`src/rtl/fifo_burst_pkg.sv`:
```
// Shared types and default widths for the FIFO burst reader.
package fifo_burst_pkg;

  localparam int DATA_W_DEF = 8;
  localparam int LEN_W_DEF  = 8;

  typedef enum logic [1:0] {
    IDLE,
    READ,
    DRAIN,
    CSUM
  } state_t;

endpackage

```
`src/rtl/fifo_skid_buf.sv`:
```
// Two-entry valid/ready output buffer; absorbs read data already requested from the FIFO
// while the consumer stalls. Exposes its occupancy so the reader can budget pops.
module fifo_skid_buf #(
  parameter int DATA_W = 8
) (
  input  logic              clk,
  input  logic              rst,
  input  logic              push_i,
  input  logic [DATA_W-1:0] data_i,
  input  logic              pop_i,
  output logic              valid_o,
  output logic [DATA_W-1:0] data_o,
  output logic [1:0]        held_o
);

  logic [DATA_W-1:0] mem_q [2];
  logic              wrPtr_q, wrPtr_d;
  logic              rdPtr_q, rdPtr_d;
  logic [1:0]        count_q, count_d;

  always_comb begin
    wrPtr_d = push_i ? ~wrPtr_q : wrPtr_q;
    rdPtr_d = pop_i ? ~rdPtr_q : rdPtr_q;
    count_d = count_q + {1'b0, push_i} - {1'b0, pop_i};
  end

  // The reader never pushes into a full buffer or pops an empty one.
  always_ff @(posedge clk or posedge rst) begin
    if (rst) begin
      mem_q[0] <= '0;
      mem_q[1] <= '0;
      wrPtr_q  <= 1'b0;
      rdPtr_q  <= 1'b0;
      count_q  <= 2'd0;
    end else begin
      if (push_i) begin
        mem_q[wrPtr_q] <= data_i;
      end
      wrPtr_q <= wrPtr_d;
      rdPtr_q <= rdPtr_d;
      count_q <= count_d;
    end
  end

  assign valid_o = (count_q != 2'd0);
  assign data_o  = mem_q[rdPtr_q];
  assign held_o  = count_q;

endmodule

```
`src/rtl/fifo_burst_reader.sv`:
```
// Pops a burst of burst_len_i FIFO entries onto a valid/ready stream with m_last_o on the final beat.
// Define FIFO_RD_CSUM_EN to append an XOR checksum beat after the data beats.
module fifo_burst_reader
  import fifo_burst_pkg::*;
#(
  parameter int DATA_W = DATA_W_DEF,
  parameter int LEN_W  = LEN_W_DEF
) (
  input  logic              clk,
  input  logic              rst,
  input  logic              start_i,
  input  logic [LEN_W-1:0]  burst_len_i,
  output logic              busy_o,
  output logic              done_o,
  input  logic              fifo_empty_i,
  output logic              fifo_rd_en_o,
  input  logic [DATA_W-1:0] fifo_rdata_i,
  output logic              m_valid_o,
  input  logic              m_ready_i,
  output logic [DATA_W-1:0] m_data_o,
  output logic              m_last_o
);

  state_t            state_q, state_d;
  logic [LEN_W-1:0]  readsLeft_q, readsLeft_d;
  logic [LEN_W-1:0]  beatsLeft_q, beatsLeft_d;
  logic              inflight_q;
  logic              done_q, done_d;

  logic              bufValid;
  logic [DATA_W-1:0] bufData;
  logic [1:0]        held;
  logic              bufPop;
  logic              rdEn;
  logic              finalDataHs;
  logic [2:0]        occupancy;

  fifo_skid_buf #(.DATA_W(DATA_W)) u_skid (
    .clk     (clk),
    .rst     (rst),
    .push_i  (inflight_q),
    .data_i  (fifo_rdata_i),
    .pop_i   (bufPop),
    .valid_o (bufValid),
    .data_o  (bufData),
    .held_o  (held)
  );

  // A pop is only issued if its data is guaranteed a free buffer slot one cycle later.
  assign bufPop      = bufValid && m_ready_i;
  assign occupancy   = {1'b0, held} + {2'b00, inflight_q} - {2'b00, bufPop};
  assign rdEn        = (state_q == READ) && !fifo_empty_i &&
                       (readsLeft_q != '0) && (occupancy < 3'd2);
  assign finalDataHs = bufPop && (beatsLeft_q == LEN_W'(1));

`ifdef FIFO_RD_CSUM_EN
  logic [DATA_W-1:0] csum_q, csum_d;

  always_comb begin
    csum_d = csum_q;
    if (state_q == IDLE && start_i) begin
      csum_d = '0;
    end else if (bufPop) begin
      csum_d = csum_q ^ bufData;
    end
  end

  always_ff @(posedge clk or posedge rst) begin
    if (rst) begin
      csum_q <= '0;
    end else begin
      csum_q <= csum_d;
    end
  end
`endif

  always_ff @(posedge clk or posedge rst) begin
    if (rst) begin
      state_q     <= IDLE;
      readsLeft_q <= '0;
      beatsLeft_q <= '0;
      inflight_q  <= 1'b0;
      done_q      <= 1'b0;
    end else begin
      state_q     <= state_d;
      readsLeft_q <= readsLeft_d;
      beatsLeft_q <= beatsLeft_d;
      inflight_q  <= rdEn;
      done_q      <= done_d;
    end
  end

  always_comb begin
    state_d     = state_q;
    readsLeft_d = rdEn ? readsLeft_q - LEN_W'(1) : readsLeft_q;
    beatsLeft_d = bufPop ? beatsLeft_q - LEN_W'(1) : beatsLeft_q;
    done_d      = 1'b0;
    case (state_q)
      IDLE: begin
        if (start_i) begin
          if (burst_len_i != '0) begin
            state_d     = READ;
            readsLeft_d = burst_len_i;
            beatsLeft_d = burst_len_i;
          end else begin
            done_d = 1'b1;
          end
        end
      end
      READ: begin
        if (rdEn && readsLeft_q == LEN_W'(1)) begin
          state_d = DRAIN;
        end
      end
      DRAIN: begin
        if (finalDataHs) begin
`ifdef FIFO_RD_CSUM_EN
          state_d = CSUM;
`else
          state_d = IDLE;
          done_d  = 1'b1;
`endif
        end
      end
`ifdef FIFO_RD_CSUM_EN
      CSUM: begin
        if (m_ready_i) begin
          state_d = IDLE;
          done_d  = 1'b1;
        end
      end
`endif
      default: state_d = IDLE;
    endcase
  end

  always_comb begin
    busy_o       = (state_q != IDLE);
    done_o       = done_q;
    fifo_rd_en_o = rdEn;
    m_valid_o    = bufValid;
    m_data_o     = bufData;
`ifdef FIFO_RD_CSUM_EN
    m_last_o     = 1'b0;
    if (state_q == CSUM) begin
      m_valid_o = 1'b1;
      m_data_o  = csum_q;
      m_last_o  = 1'b1;
    end
`else
    m_last_o     = bufValid && (beatsLeft_q == LEN_W'(1));
`endif
  end

endmodule
```
`config.mk`:
```
export PLATFORM = sky130hd
export DESIGN_NAME = fifo_burst_reader
export DESIGN_NICKNAME = d
export VERILOG_FILES = /design/src/rtl/fifo_burst_pkg.sv /design/src/rtl/fifo_skid_buf.sv /design/src/rtl/fifo_burst_reader.sv
export SDC_FILE = /design/constraint.sdc
export NUM_CORES = 1
export LEC_CHECK = 0
export BUFFER_PORTS_ARGS = -buffer_cell sky130_fd_sc_hd__buf_2
export CORE_MARGIN = 5
export CORE_UTILIZATION = 50
export DETAILED_ROUTE_END_ITERATION = 8
export PLACE_DENSITY = 0.79
export SYNTH_ARGS = -nofsm -noshare
export SYNTH_HDL_FRONTEND = slang
export SYNTH_SLANG_ARGS = --single-unit
```
`constraint.sdc`:
```
create_clock -name clk -period 2.49 [get_ports clk]
set_clock_uncertainty 0.1 [all_clocks]
set_input_delay 0.498 -clock clk [delete_from_list [all_inputs] [get_ports clk]]
set_output_delay 0.498 -clock clk [all_outputs]
set_load 0.03 [all_outputs]
```
# --- Word level (Yosys, flattened, before mapping) ---
# Cells that the tools add are included.
word_totals:
  regBits: 40
  inputBits: 21
  out_inout_bits: 13
  word_cells: 70
op_classes:
  n_addsub: 6
  magnitude_cmp: 4
  eq_ne: 8
  mux: 23
  bitwise_logic: 4
  reduce_logical: 15
op_table:
  columns: ["cell", "count"]
  rows:
  - ["8-bit 2-to-1 mux", 12]
  - ["16-bit bitwise mux", 1]
  - ["8-bit by 1-bit == test with 1-bit output (second input constant)", 2]
  - ["8-bit nonzero test", 2]
  - ["8-bit by 1-bit subtractor with 8-bit output (second input constant)", 2]
  - ["8-bit demux with 1-bit select", 1]
  - ["1-bit logical AND", 8]
  - ["2-bit 2-to-1 mux", 4]
  - ["2-bit inequality test (second input constant)", 3]
  - ["2-bit case mux with 3 select lines", 1]
  - ["2-bit greater-or-equal comparator (second input constant)", 2]
  - ["1-bit NOT with 2-bit output", 2]
  - ["4-bit AND reduction", 1]
  - ["2-bit nonzero test", 2]
  - ["2-bit by 1-bit adder with 3-bit output", 1]
  - ["3-bit by 2-bit less-than comparator with 1-bit output (second input constant)", 1]
  - ["1-bit 2-to-1 mux", 3]
  - ["3-bit by 1-bit subtractor with 3-bit output", 1]
  - ["2-bit by 1-bit adder with 2-bit output", 1]
  - ["2-bit by 1-bit == test with 1-bit output (second input constant)", 1]
  - ["2-bit == test (second input constant)", 1]
  - ["2-bit logical NOT", 1]
  - ["2-bit by 1-bit less-than comparator with 1-bit output (second input constant)", 1]
  - ["2-bit by 1-bit inequality test with 1-bit output (second input constant)", 1]
  - ["4 further kinds", 5]

# --- Longest topological paths before layout ---
depth:
  ltp_word: 9
  ltp_mapped: 11
  depth_no_buf: 10

# --- By module ---
# From an unflattened synthesis, not the netlist that was laid out.
unflattened:
  cells_unflattened: 183
  area_unflattened_um2: 2102.0
by_module_without_submodules:
  columns: ["mod", "n_inst", "cells_each", "area_per_inst_um2", "seq_area_each_um2"]
  rows:
  - ["fifo_burst_reader", 1, 125, 1214.9, 500.5]
  - ["fifo_skid_buf", 1, 58, 887.1, 500.5]

# --- Worst setup path before layout ---
# OpenSTA, ideal clock, no wires.
synth_path:
  kind: "input to output"
  start: "input m_ready_i"
  end: "output fifo_rd_en_o"
  arrival_ps: 2048
  slack_ps: -156
  path_stages: 9
  n_path_buf: 1
  path_cell_list: "nand3_1 > o21ai_0 > ha_1 > fa_1 > nor2_1 > and4_1 > buf_2 > nand2_1 > inv_1"
synth_via:
  elab_chain_cells: 4
synth_rtl:
  columns: ["item", "line_no", "source"]
  rows:
  - ["from (decl)", "fifo_burst_reader.sv:19", "input logic m_ready_i,"]
  - ["1-bit logical AND", "fifo_burst_reader.sv:50", "assign bufPop = bufValid && m_ready_i;"]
  - ["3-bit by 1-bit subtractor with 3-bit output", "fifo_burst_reader.sv:51", "assign occupancy = {1'b0, held} + {2'b00, inflight_q} - {2'b00, bufPop};"]
  - ["named net occupancy[1]", "fifo_burst_reader.sv:36", "logic [2:0] occupancy;"]
  - ["3-bit by 2-bit less-than comparator with 1-bit output", "fifo_burst_reader.sv:53", "(readsLeft_q != '0) && (occupancy < 3'd2);"]
  - ["1-bit logical AND", "fifo_burst_reader.sv:53", null]
  - ["to (decl)", "fifo_burst_reader.sv:16", "output logic fifo_rd_en_o,"]
# The timed path passes the listed nets, and every way through them passes these cells.

# --- Worst setup path after layout ---
layout_path:
  start: "register u_skid.count_q[0], in the netlist u_skid.held_o[0]"
  end: "output fifo_rd_en_o"
layout_via:
  elab_chain_cells: 5
  word_cells_on_any_way: 6
  classes_between: "add/sub: 2; order compare: 1; reduce/logical: 3"
layout_rtl:
  columns: ["item", "line_no", "source"]
  rows:
  - ["from (decl)", "fifo_skid_buf.sv:19", "logic [1:0] count_q, count_d;"]
  - ["from (signal assigned)", "fifo_skid_buf.sv:41", "count_q <= count_d;"]
  - ["parallel branches: the longest is 2 deep, another holds 2-bit by 1-bit adder with 3-bit output", null, null]
  - ["3-bit by 1-bit subtractor with 3-bit output (*)", "fifo_burst_reader.sv:51", null]
  - ["named net occupancy[1]", "fifo_burst_reader.sv:36", null]
  - ["3-bit by 2-bit less-than comparator with 1-bit output (*)", "fifo_burst_reader.sv:53", null]
  - ["1-bit logical AND (*)", "fifo_burst_reader.sv:53", null]
# Mark *: on every way through the listed nets, which the timed path passes.

==> results.toml <==
[synthesis]
synth_area_um2 = 2000
ys.warnings.count = 0
synth_seq_cells = 40
synth_ff_type = "dfrtp_1"
synth_common_cells = "dfrtp_1, mux2_2, o21ai_0"
yosys-top-cells-area = "dfrtp_1, mux2_2, xor2_1"
synth_cell_types = 34
synth.largest_area_cell = "dfrtp_1"
syn_inst = 177
ys_seq_area_share_pct = 50.1
async_reset_ff_share_pct = 100
avgSynthCellArea_um2 = 11.3
synth_top_cell_area_share_pct = 50.1
synth_edf_count = 0
synth_fp_nets = 205
synth.most_common_cell = "dfrtp_1"

[cts]
cts_hold_buf = 0
clock_sinks = 40
htreeDepth = 2
clock_latency_ps = 300
path_clk_slew_ps = 80
cts_tree = "yes"
cts_buffers = 5
clockRootBuffer = "clkbuf_8"
cts_max_path_buffers = 2

[setup_path]
startpoint_type = "flop"
end_kind = "output pin"
crit_path_frequent_cell = "inv_2"
r2r-end = "state_q[0]"
path_max_fanout = 3
critPathArrivalTime_ps = 2110
cp-startpoint = "u_skid.held_o[0]"
cp_cell_sequence = "inv_2, nand3_2, o21ai_1, ha_2, fa_1, nor2_1, and4_1, nand2_2, inv_2, buf_6"
worstSetupPathType = "flop to output pin"
cpPeakStageDelay_ps = 440
r2r_slack_ps = 140
worstPathRequired_ps = 1890
r2r-start = "u_skid.held_o[0]"
cp_slowest_cell = "fa_1"
r2r_cells = 10

[sta]
grt_setup_unrepaired = "yes"
slew_headroom_pct = 41.7
max_freq_mhz = 370
drv_slew = 0
setup_viol = 2
period_needed_ps = 2700
finalWorstSetupSlack_ps = -213
post-route-period-util_pct = 109
hold_violations = 0
tightestPinTransition_ps = 870

[detailed_routing]
ant_nets = 0
drtIter0Drc = 39
wirelength_mm = 3.94
wl_per_cell_um = 14.2
avgViaCountPerCell = 5.35
firstDrtPassIters = 4
drcViolationCount = 0
via_count = 1482

[placed_design]
port_buffers = 33
dp.cells = 265
dpl_cell_area_um2 = 2280
dp.final_hpwl_mm = 2.91
post-place-ws_ps = -121
gp_congestion = 0.839

[layout]
final_cells = 277
fin_area_um2 = 2420
diodes = 0
final_nets = 255
syn2layout_area_growth_pct = 21.3
postLayoutCoreUtil_pct = 61.5
drive_gt1_share_pct = 42.3

[global_routing]
grt_max_degree = 41
grt-ovfl-total = 0
grt_pass1_wl_mm = 6.80
antenna_found_initial = 0
grt_pass1_vias = 1497
grt_usage_pct = 16.9

[floorplan]
fp.coreArea_um2 = 3940
fp-row-count = 23
die_x_um = 73.2
start_util_pct = 50.7
die_area_um2 = 5360
die_y_um = 73.2
ioPinCount = 34

[power]
power.leakage_uw = 0.00107
p_sw_uw = 1240
pwr-share-comb_pct = 47.9
switching_share_pct = 40.1
internal_power_uw = 1850
peakVddDrop_mv = 0.551
p_total_uw = 3090
seqPwrFrac_pct = 38.8
powerDensity_nw_per_um2 = 1270
power_frac_clock_pct = 13.3

[outcome]
outcome = "complete, but fails checks"
violations = "negative setup slack"

[worst_hold_path]
hold_class = "primary input to asynchronous set/reset pin"

[run]
drv_cap = 0
==> what timing repair did <==
action / CTS / global route
setup buffers: 0 / 5
setup endpoints to repair: 2 / 5
hold endpoints to repair: 0 / 0
resized for setup: 7 / 3
pin swaps: 0 / 1
==> flip-flops by register name, summed over array words and instances, names as in the netlist <==
signal          flops
beatsLeft_q         8
done_o              1
inflight_q          1
readsLeft_q         8
state_q             2
u_skid.held_o       2
u_skid.mem_q       16
u_skid.rdPtr_q      1
u_skid.wrPtr_q      1
==> stage by stage <==
step	setup TNS (ps)	hold slack [ps]
CTS	-389	217
finish	-362	203
detailed placement	-201	389
floorplan	-6.37	350
global placement	-106	377
global route	-574	245
==> worst max-delay path: cells and delay by family (launching register included) <==
family	cells	cell delay, ps
fa+ha+maj	2	630
simple gates	4	440
flops	1	390
buf+inv	3	260
compound gates	1	90
==> cells in the final DEF, fill, tap and decap left out, drive strengths merged <==
cell type   n
o31ai       1
fa          1
a311o       1
nand2      12
a31o        1
or4b        1
or4         5
xnor2       7
a21oi       4
inv        10
clkinv      1
xor2       10
or2         2
nand4       4
nor2b       1
clkbuf      5
nand4b      2
dfrtp      40
o21ai      17
nor2       10
mux2       24
clkinvlp    1
or3         1
nor3        6
and4        1
nor4        1
buf        47
nand3       5
ha          6
==> power groups by stage <==
stage	registers, µW	clock network, µW	logic [µW]
5_1_grt	1240	457	1640
4_1_cts	1210	423	1430
2_1_floorplan	1140	0	1110
6_report	1200	410	1480
3_5_place_dp	1220	0	1400
3_3_place_gp	1200	0	1370
==> worst max-delay path by stage <==
| stage | endpoint | slack (ps) | cells after the start |
|---|---|---|---|
| 2_1_floorplan | fifo_rd_en_o | -6 | 9 |
| 3_3_place_gp | fifo_rd_en_o | -110 | 10 |
| 3_5_place_dp | fifo_rd_en_o | -120 | 10 |
| 4_1_cts | fifo_rd_en_o | -200 | 10 |
| 5_1_grt | fifo_rd_en_o | -350 | 10 |
| 6_report | fifo_rd_en_o | -210 | 10 |
==> layer usage <==
layer | routed length (µm) | vias to the layer above | track usage, %
li1 | - | 724 | -
met1 | 1650 | 720 | 20.5
met2 | 1990 | 30 | 27.8
met3 | 228 | 8 | 5.79
met4 | 63 | 0 | 5.94
met5 | 0 | - | 0
==> cells by family (layout without fill, tap and decap cells) <==
family                   count (synthesis)  after routing  synth area share, %
multiplexers                            24             24                 13.5
flip-flops                              40             40                 50.1
AO/OA/AOI/OAI                           24             24                 6.95
AND/OR/NAND/NOR                         51             51                 14.6
adder cells (fa/ha/maj)                  7              7                 4.76
XOR/XNOR                                17             17                 7.45
buffers and inverters                   14             64                 2.69
==> cell type report <==
type	count	area (µm²)
Sequential cell	40	1000
Clock buffer	5	68.8
Tap cell	50	62.6
Inverter	10	37.5
Timing Repair Buffer	47	283
Clock inverter	2	12.5
Multi-Input combinational cell	123	958
Fill cell	333	1520
(Power assumes the default switching activity.)
